--- src/rtl/noc_wr_fifo_if.sv ---
// Valid/ready write-request channel ({addr,data}) shared by the IP side and the noc side
// of noc_wr_fifo. The master modport drives valid/addr/data; the slave modport drives ready.
interface noc_wr_fifo_if #(
  parameter int ADDR_WIDTH_MSB = 15,
  parameter int DATA_WIDTH_MSB = 15
);
  logic                    valid;
  logic                    ready;
  logic [ADDR_WIDTH_MSB:0] addr;
  logic [DATA_WIDTH_MSB:0] data;

  modport master (output valid, output addr, output data, input ready);
  modport slave  (input valid, input addr, input data, output ready);
endinterface

--- src/rtl/noc_wr_fifo.sv ---
// Write-posting FIFO between a writing IP and one noc write port.
// Optional peak-level tracking (hwm/hwm_clr) is enabled with NOC_WR_FIFO_HWM_EN.
module noc_wr_fifo #(
  parameter int DATA_WIDTH_MSB = 15,
  parameter int ADDR_WIDTH_MSB = 15,
  parameter int DEPTH_LOG2     = 3
) (
  input  logic                clk,
  input  logic                rst,
  input  logic                flush,
  noc_wr_fifo_if.slave        in_port,
  noc_wr_fifo_if.master       wr_port,
  output logic [DEPTH_LOG2:0] level
`ifdef NOC_WR_FIFO_HWM_EN
  ,
  output logic [DEPTH_LOG2:0] hwm,
  input  logic                hwm_clr
`endif
);

  localparam int DEPTH = 2 ** DEPTH_LOG2;
  localparam int EW    = ADDR_WIDTH_MSB + DATA_WIDTH_MSB + 2;

  typedef logic [DEPTH_LOG2:0] ptr_t;

  ptr_t            wr_ptr;
  ptr_t            rd_ptr;
  ptr_t            next_level;
  logic            in_ready_q;
  logic            full;
  logic            push;
  logic            pop;
  logic [EW-1:0]   mem [DEPTH];

  assign full  = (wr_ptr[DEPTH_LOG2-1:0] == rd_ptr[DEPTH_LOG2-1:0]) &&
                 (wr_ptr[DEPTH_LOG2] != rd_ptr[DEPTH_LOG2]);
  assign level = wr_ptr - rd_ptr;

  assign in_port.ready = in_ready_q;
  assign wr_port.valid = (level != '0);
  assign {wr_port.addr, wr_port.data} = mem[rd_ptr[DEPTH_LOG2-1:0]];

  // in_ready is registered, so a pop at full only reopens the input one cycle later
  assign push = in_port.valid & in_ready_q & ~full & ~flush;
  assign pop  = wr_port.valid & wr_port.ready & ~flush;

  always_comb begin
    next_level = level;
    if (flush) begin
      next_level = '0;
    end else begin
      next_level = level + ptr_t'(push) - ptr_t'(pop);
    end
  end

  always_ff @(posedge clk or negedge rst) begin
    if (!rst) begin
      wr_ptr     <= '0;
      rd_ptr     <= '0;
      in_ready_q <= 1'b0;
    end else begin
      if (flush) begin
        wr_ptr <= '0;
        rd_ptr <= '0;
      end else begin
        if (push) wr_ptr <= wr_ptr + ptr_t'(1);
        if (pop)  rd_ptr <= rd_ptr + ptr_t'(1);
      end
      in_ready_q <= (next_level < ptr_t'(DEPTH));
    end
  end

  always_ff @(posedge clk) begin
    if (push) mem[wr_ptr[DEPTH_LOG2-1:0]] <= {in_port.addr, in_port.data};
  end

`ifdef NOC_WR_FIFO_HWM_EN
  // hwm survives flush; only reset or hwm_clr lowers it
  always_ff @(posedge clk or negedge rst) begin
    if (!rst) begin
      hwm <= '0;
    end else if (hwm_clr) begin
      hwm <= next_level;
    end else if (next_level > hwm) begin
      hwm <= next_level;
    end
  end
`endif

endmodule

--- src/flat_wrapper.sv ---
// flat-port wrapper written by rule: the top's interface ports become plain ports
module noc_wr_fifo_flat 
#(
  parameter int DATA_WIDTH_MSB = 15,
  parameter int ADDR_WIDTH_MSB = 15,
  parameter int DEPTH_LOG2     = 3
)
  (clk, rst, flush, level, in_port_valid, in_port_addr, in_port_data, in_port_ready, wr_port_valid, wr_port_addr, wr_port_data, wr_port_ready);
  noc_wr_fifo_if #(.ADDR_WIDTH_MSB(ADDR_WIDTH_MSB), .DATA_WIDTH_MSB(DATA_WIDTH_MSB)) in_port_i ();
  noc_wr_fifo_if #(.ADDR_WIDTH_MSB(ADDR_WIDTH_MSB), .DATA_WIDTH_MSB(DATA_WIDTH_MSB)) wr_port_i ();
  input  logic clk;
  input  logic rst;
  input  logic flush;
  output logic [DEPTH_LOG2:0] level;
  input wire logic [$bits(in_port_i.valid)-1:0] in_port_valid;
  input wire logic [$bits(in_port_i.addr)-1:0] in_port_addr;
  input wire logic [$bits(in_port_i.data)-1:0] in_port_data;
  output wire logic [$bits(in_port_i.ready)-1:0] in_port_ready;
  output wire logic [$bits(wr_port_i.valid)-1:0] wr_port_valid;
  output wire logic [$bits(wr_port_i.addr)-1:0] wr_port_addr;
  output wire logic [$bits(wr_port_i.data)-1:0] wr_port_data;
  input wire logic [$bits(wr_port_i.ready)-1:0] wr_port_ready;
  assign in_port_i.valid = in_port_valid;
  assign in_port_i.addr = in_port_addr;
  assign in_port_i.data = in_port_data;
  assign in_port_ready = in_port_i.ready;
  assign wr_port_valid = wr_port_i.valid;
  assign wr_port_addr = wr_port_i.addr;
  assign wr_port_data = wr_port_i.data;
  assign wr_port_i.ready = wr_port_ready;
  noc_wr_fifo #(.DATA_WIDTH_MSB(DATA_WIDTH_MSB), .ADDR_WIDTH_MSB(ADDR_WIDTH_MSB), .DEPTH_LOG2(DEPTH_LOG2)) u_core (.clk(clk), .rst(rst), .flush(flush), .in_port(in_port_i), .wr_port(wr_port_i), .level(level));
endmodule
--- config.mk ---
export PLATFORM = sky130hd
export DESIGN_NAME = noc_wr_fifo_flat
export DESIGN_NICKNAME = d
export VERILOG_FILES = /design/src/rtl/noc_wr_fifo_if.sv /design/src/rtl/noc_wr_fifo.sv /design/src/flat_wrapper.sv
export SDC_FILE = /design/constraint.sdc
export NUM_CORES = 1
export LEC_CHECK = 0
export ABC_AREA = 1
export ABC_CLOCK_PERIOD_IN_PS = 4700
export BUFFER_PORTS_ARGS = -buffer_cell sky130_fd_sc_hd__buf_2
export CORE_MARGIN = 3
export CORE_UTILIZATION = 60
export CTS_CLUSTER_SIZE = 14
export DETAILED_ROUTE_END_ITERATION = 10
export GPL_ROUTABILITY_DRIVEN = 0
export GPL_TIMING_DRIVEN = 0
export PLACE_DENSITY_LB_ADDON = 0.1
export SYNTH_ARGS = -nofsm -noshare
export SYNTH_HDL_FRONTEND = slang
export SYNTH_SLANG_ARGS = --single-unit
--- constraint.sdc ---
create_clock -name clk -period 4.7 [get_ports clk]
set_clock_uncertainty 0.1 [all_clocks]
set_input_delay 0.47 -clock clk [delete_from_list [all_inputs] [get_ports clk]]
set_output_delay 0.47 -clock clk [all_outputs]
set_load 0.05 [all_outputs]
---- Word-level counts from Yosys, hierarchy flattened ----
Memories as Yosys holds them, arrays and structs flattened.
Cells that the tools add are included.
word-level totals
  flip-flop bits (word level) ............. 9
  memory bits (writable) .................. 256
  bits of input ports ..................... 37
  output and inout port bits .............. 38
  word-level logic and storage cells ...... 30
  memories ................................ 1
memories
  name        depth  bits a word  rd ports  clocked after Yosys merged registers in  wr ports  RTL line           RTL
  u_core.mem  8      32           1         0                                        1         noc_wr_fifo.sv:33  logic [EW-1:0] mem [DEPTH];
operators by class
  add/subtract/negate cells ............... 5
  magnitude comparators ................... 1
  equal/unequal tests ..................... 2
  multiplexer cells ....................... 7
  bitwise logic cells ..................... 7
  reductions and logical operators ........ 4
operators with widths
  kind                 number
  $mux 4               5
  $add 4x1->4 const B  2
  $and 1x1->1          5
  $add 4x1->4          1
  $lt 4x4->1 const B   1
  $reduce_bool 2->1    2
  $reduce_bool 4->1    1
  $sub 4x1->4          1
  $sub 4x4->4          1
  $eq 3x3->1           1
  $mux 1               2
  $not 1->1            2
  $logic_and 1x1->1    1
  $ne 1x1->1           1

---- Logic depth before layout (Yosys ltp) ----
  depth after elaboration ................. 9
  gate-level depth with buffers ........... 22
  depth with buffers taken out ............ 20

---- Worst setup path after synthesis ----
Ideal clock, no wire load.
  kind .................................... register to register
  from .................................... register u_core.rd_ptr[2]
  to ...................................... memory u_core.mem[7][0] (netlist bit) (enable)
  library setup time ...................... 461 ps
  arrival ................................. 3697 ps
  data required time ...................... 4139 ps
  setup slack ............................. 442 ps
  cell stages (with the launch flop) ...... 10
  buffers on the path ..................... 2
  clock period less this slack ............ 4258 ps
  cells stage by stage .................... dfrtp_1 buf_2 clkinv_1 clkbuf_1 ha_1 nand2_1 nor2_1 nand2_1 nand2_1 nor3_1
between the ends
  cells in the longest elaborated chain, start to end .. 7
RTL lines
  item                          RTL line           RTL
  from (decl)                   noc_wr_fifo.sv:27  ptr_t rd_ptr;
  from (signal assigned)        noc_wr_fifo.sv:67  if (pop) rd_ptr <= rd_ptr + ptr_t'(1);
  $eq 3x3->1                    noc_wr_fifo.sv:35  assign full = (wr_ptr[DEPTH_LOG2-1:0] == rd_ptr[DEPTH_LOG2-1:0]) &&
  $logic_and 1x1->1             noc_wr_fifo.sv:35
  $not 1->1                     noc_wr_fifo.sv:44  assign push = in_port.valid & in_ready_q & ~full & ~flush;
  $and 1x1->1 (2 in a row)      noc_wr_fifo.sv:44
  $mux 1                        noc_wr_fifo.sv:74  if (push) mem[wr_ptr[DEPTH_LOG2-1:0]] <= {in_port.addr, in_port.data};
  $mux 1 (implied by the code)  noc_wr_fifo.sv:74
  to (decl)                     noc_wr_fifo.sv:33
Every way passes these cells.

---- Worst setup path after layout ----
  from .................................... register u_core.rd_ptr[2]
  to ...................................... register u_core.in_ready_q, in the netlist u_core.in_port.ready
between the ends
  cells in the longest elaborated chain, start to end .. 9
  elaborated cells between the ends (all ways) .. 13
  classes of those cells .................. add/sub (3); order compare (1); eq/ne (1); mux (1); bitwise (5); reduce/logical (2)
RTL lines
  item                      RTL line           RTL
  $eq 3x3->1                noc_wr_fifo.sv:35
  $logic_and 1x1->1         noc_wr_fifo.sv:35
  $not 1->1                 noc_wr_fifo.sv:44
  $and 1x1->1 (2 in a row)  noc_wr_fifo.sv:44
  $add 4x1->4               noc_wr_fifo.sv:52  next_level = level + ptr_t'(push) - ptr_t'(pop);
  $sub 4x1->4 *             noc_wr_fifo.sv:52
  $mux 4 *                  noc_wr_fifo.sv:49  if (flush) begin
  $lt 4x4->1 *              noc_wr_fifo.sv:69  in_ready_q <= (next_level < ptr_t'(DEPTH));
  to (signal assigned)      noc_wr_fifo.sv:69
  to (decl)                 noc_wr_fifo.sv:29  logic in_ready_q;
Every way passes the cells marked *; elsewhere a longest branch is shown, timed or not.
A chain may end at the register's enable or synchronous reset.

==> results.json <==
{
  "status": "finished, final reports clean",
  "postCtsSetupRepairBufs": 0,
  "layout.nets": 979,
  "rsz0062_at_grt": "false",
  "path_clk_slew_ns": 0.06,
  "cellLeakagePower_nw": 4.38,
  "final_cells": 1170,
  "crit_fanout": 10,
  "vias": 7080,
  "track_usage": 0.257,
  "placed_cells": 1123,
  "cts_made_buffers": 26,
  "grt_pass1_vias": 7310,
  "yosysSeqAreaShare": 0.748,
  "worst-endpoint-arrival_ns": 4.44,
  "power_density_nw_per_um2": 604,
  "die_y_microns": 139,
  "synth_edf_count": 256,
  "dp_slack_ns": 0.563,
  "final_common_cell": "edfxtp_1",
  "totalPowerFinal_w": 0.00740,
  "fin_crit_sh": 0.884,
  "cp-start-kind": "register",
  "setup_viol": 0,
  "relSlewSlack": 0.346,
  "synthArstFlopShare": 0.0340,
  "floorplan.initialDensity": 0.624,
  "wirelength_mm": 25.2,
  "syn-cell-area_sq_um": 10600,
  "wire_per_inst_microns": 21.6,
  "drtIter0Drc": 743,
  "hp-class": "input pin to register",
  "via_per_inst": 6.05,
  "coreArea_sq_um": 16900,
  "hold_violations": 0,
  "die_x_microns": 139,
  "max_freq_mhz": 241,
  "grt_pass1_wl_mm": 38.9,
  "cts_root_buf": "clkbuf_16",
  "row_count": 47,
  "grt_max_degree": 24,
  "ir_worst_vdd_v": 0.000592,
  "clock_path_buffers": 3,
  "post-route-util": 0.724,
  "io_buffers": 74,
  "grt-ovfl-total": 0,
  "antenna_found_initial": 0,
  "cts_tree": "yes",
  "final_cell_mix": "256 x edfxtp_1, 134 x nor2_1, 120 x nand2_1",
  "min_period_ns": 4.15,
  "synth-main-ff-cell": "edfxtp_1",
  "final_antenna_net_count": 0,
  "maxSlewViolCount": 0,
  "antenna_cells": 0,
  "synth_area_per_cell_sq_um": 12.9,
  "netlist_instances": 819,
  "ys.warnings.count": 0,
  "io_pins": 75,
  "cts.sinks": 265,
  "areaGrowthSynthToFinish_pct": 15.9,
  "h-tree-depth": 1,
  "ys_ff_latch": 265,
  "cap_violations": 0,
  "tns_ns": 0,
  "worst_slack_ns": 0.545,
  "critPathRequiredTime_ns": 4.98,
  "critPathKind": "register to register",
  "place_hpwl_mm": 15.8,
  "synth_cell_type_count": 27,
  "drive_gt1_frac": 0.156,
  "drc": 0,
  "dieArea_sq_um": 19300,
  "synth_nets": 866,
  "firstDrtPassIters": 5,
  "clk_latency_ns": 0.52,
  "tightest_slew_ns": 0.978,
  "setup.worst_path.end_class": "register"
}
worst paths after layout:
kind / startpoint / endpoint / slack [ns] / cells past startpoint
setup / recovery: u_core.rd_ptr[2] / u_core.in_port.ready / 0.55 / 21
hold / removal: in_port_addr[11] / u_core.mem[7][27] / 0.12 / 1
setup reg to reg: u_core.rd_ptr[2] / u_core.in_port.ready / 0.55 / 21
hold reg to reg: u_core.rd_ptr[3] / u_core.rd_ptr[3] / 0.41 / 1
max in group asynchronous: rst / u_core.in_port.ready / 4.07 / 2
min in group asynchronous: rst / u_core.rd_ptr[3] / 0.24 / 2
cell usage after synthesis (4+ instances only):
cell | n | share of area
dfrtp_1 | 9 | 0.021
buf_2 | 7 | 0.0033
o21ai_1 | 34 | 0.016
clkbuf_1 | 24 | 0.0085
nand3_1 | 7 | 0.0033
nor2_1 | 140 | 0.050
buf_6 | 13 | 0.014
ha_1 | 9 | 0.011
o22ai_1 | 64 | 0.038
a21oi_1 | 4 | 0.0019
o21ai_0 | 103 | 0.049
edfxtp_1 | 256 | 0.73
nand2_1 | 120 | 0.043
inv_1 | 13 | 0.0046
critical path: stages (launching register included):
cell	delay, ns
dfrtp_1	0.31
buf_2	0.22
clkinv_1	0.31
clkbuf_1	0.42
ha_1	0.46
a21oi_1	0.14
o21ai_0	0.11
or2_2	0.28
nand2_1	0.07
inv_1	0.04
ha_1	0.17
nand3_1	0.11
nand2_1	0.12
nor2_1	0.21
ha_1	0.18
inv_1	0.04
ha_1	0.26
nand2_1	0.05
nor2_1	0.08
nand4_1	0.13
nand3_1	0.10
nand3_1	0.09
final cells by class:
class	count	area, sq um
repair buffers	85	577
well taps	220	275
multi-input cells	489	2360
clock buffers	34	702
clock inverters	12	72.6
inverters	16	62.6
flip-flops and latches	265	7910
fillers	1086	4680
plain buffers	49	300
metrics by stage:
stage,instance area [sq um],hold WS [ns]
global route,12300,0.112
CTS,12300,0.104
finish,12300,0.117
global placement,11200,0.234
detailed placement,11500,0.244
floorplan,10600,0.0744
logic make-up after synthesis:
logic type	Yosys count	synth area share
simple gates	272	0.0987
compound gates	205	0.105
xor+xnor	2	0.00166
buf+inv	65	0.0343
flops	265	0.748
fa+ha+maj	10	0.0125
sequential cells by signal (all words and copies together) (netlist names):
signal                count
u_core.mem              256
u_core.rd_ptr             4
u_core.wr_ptr             4
u_core.in_port.ready      1
report_power, final:
part	switching, W	leakage, nW	internal (W)	total [W]
Combinational	0.00207	1.58	0.000730	0.00280
Sequential	0.0000366	2.43	0.00267	0.00271
Clock	0.000798	0.375	0.00109	0.00189
routing by layer:
metal,part of all wire,global-route usage,routed length (microns)
met1,0.40,0.354,10200
met2,0.49,0.425,12300
met3,0.087,0.0448,2200
met4,0.021,0.0839,530
met5,0,0,0
what timing repair did:
item | CTS | global route
hold buffers | 1 | 0
endpoints found under the hold margin | 9 | 0
gates resized for setup | 0 | 0
Power figures use the tool's default switching activity.
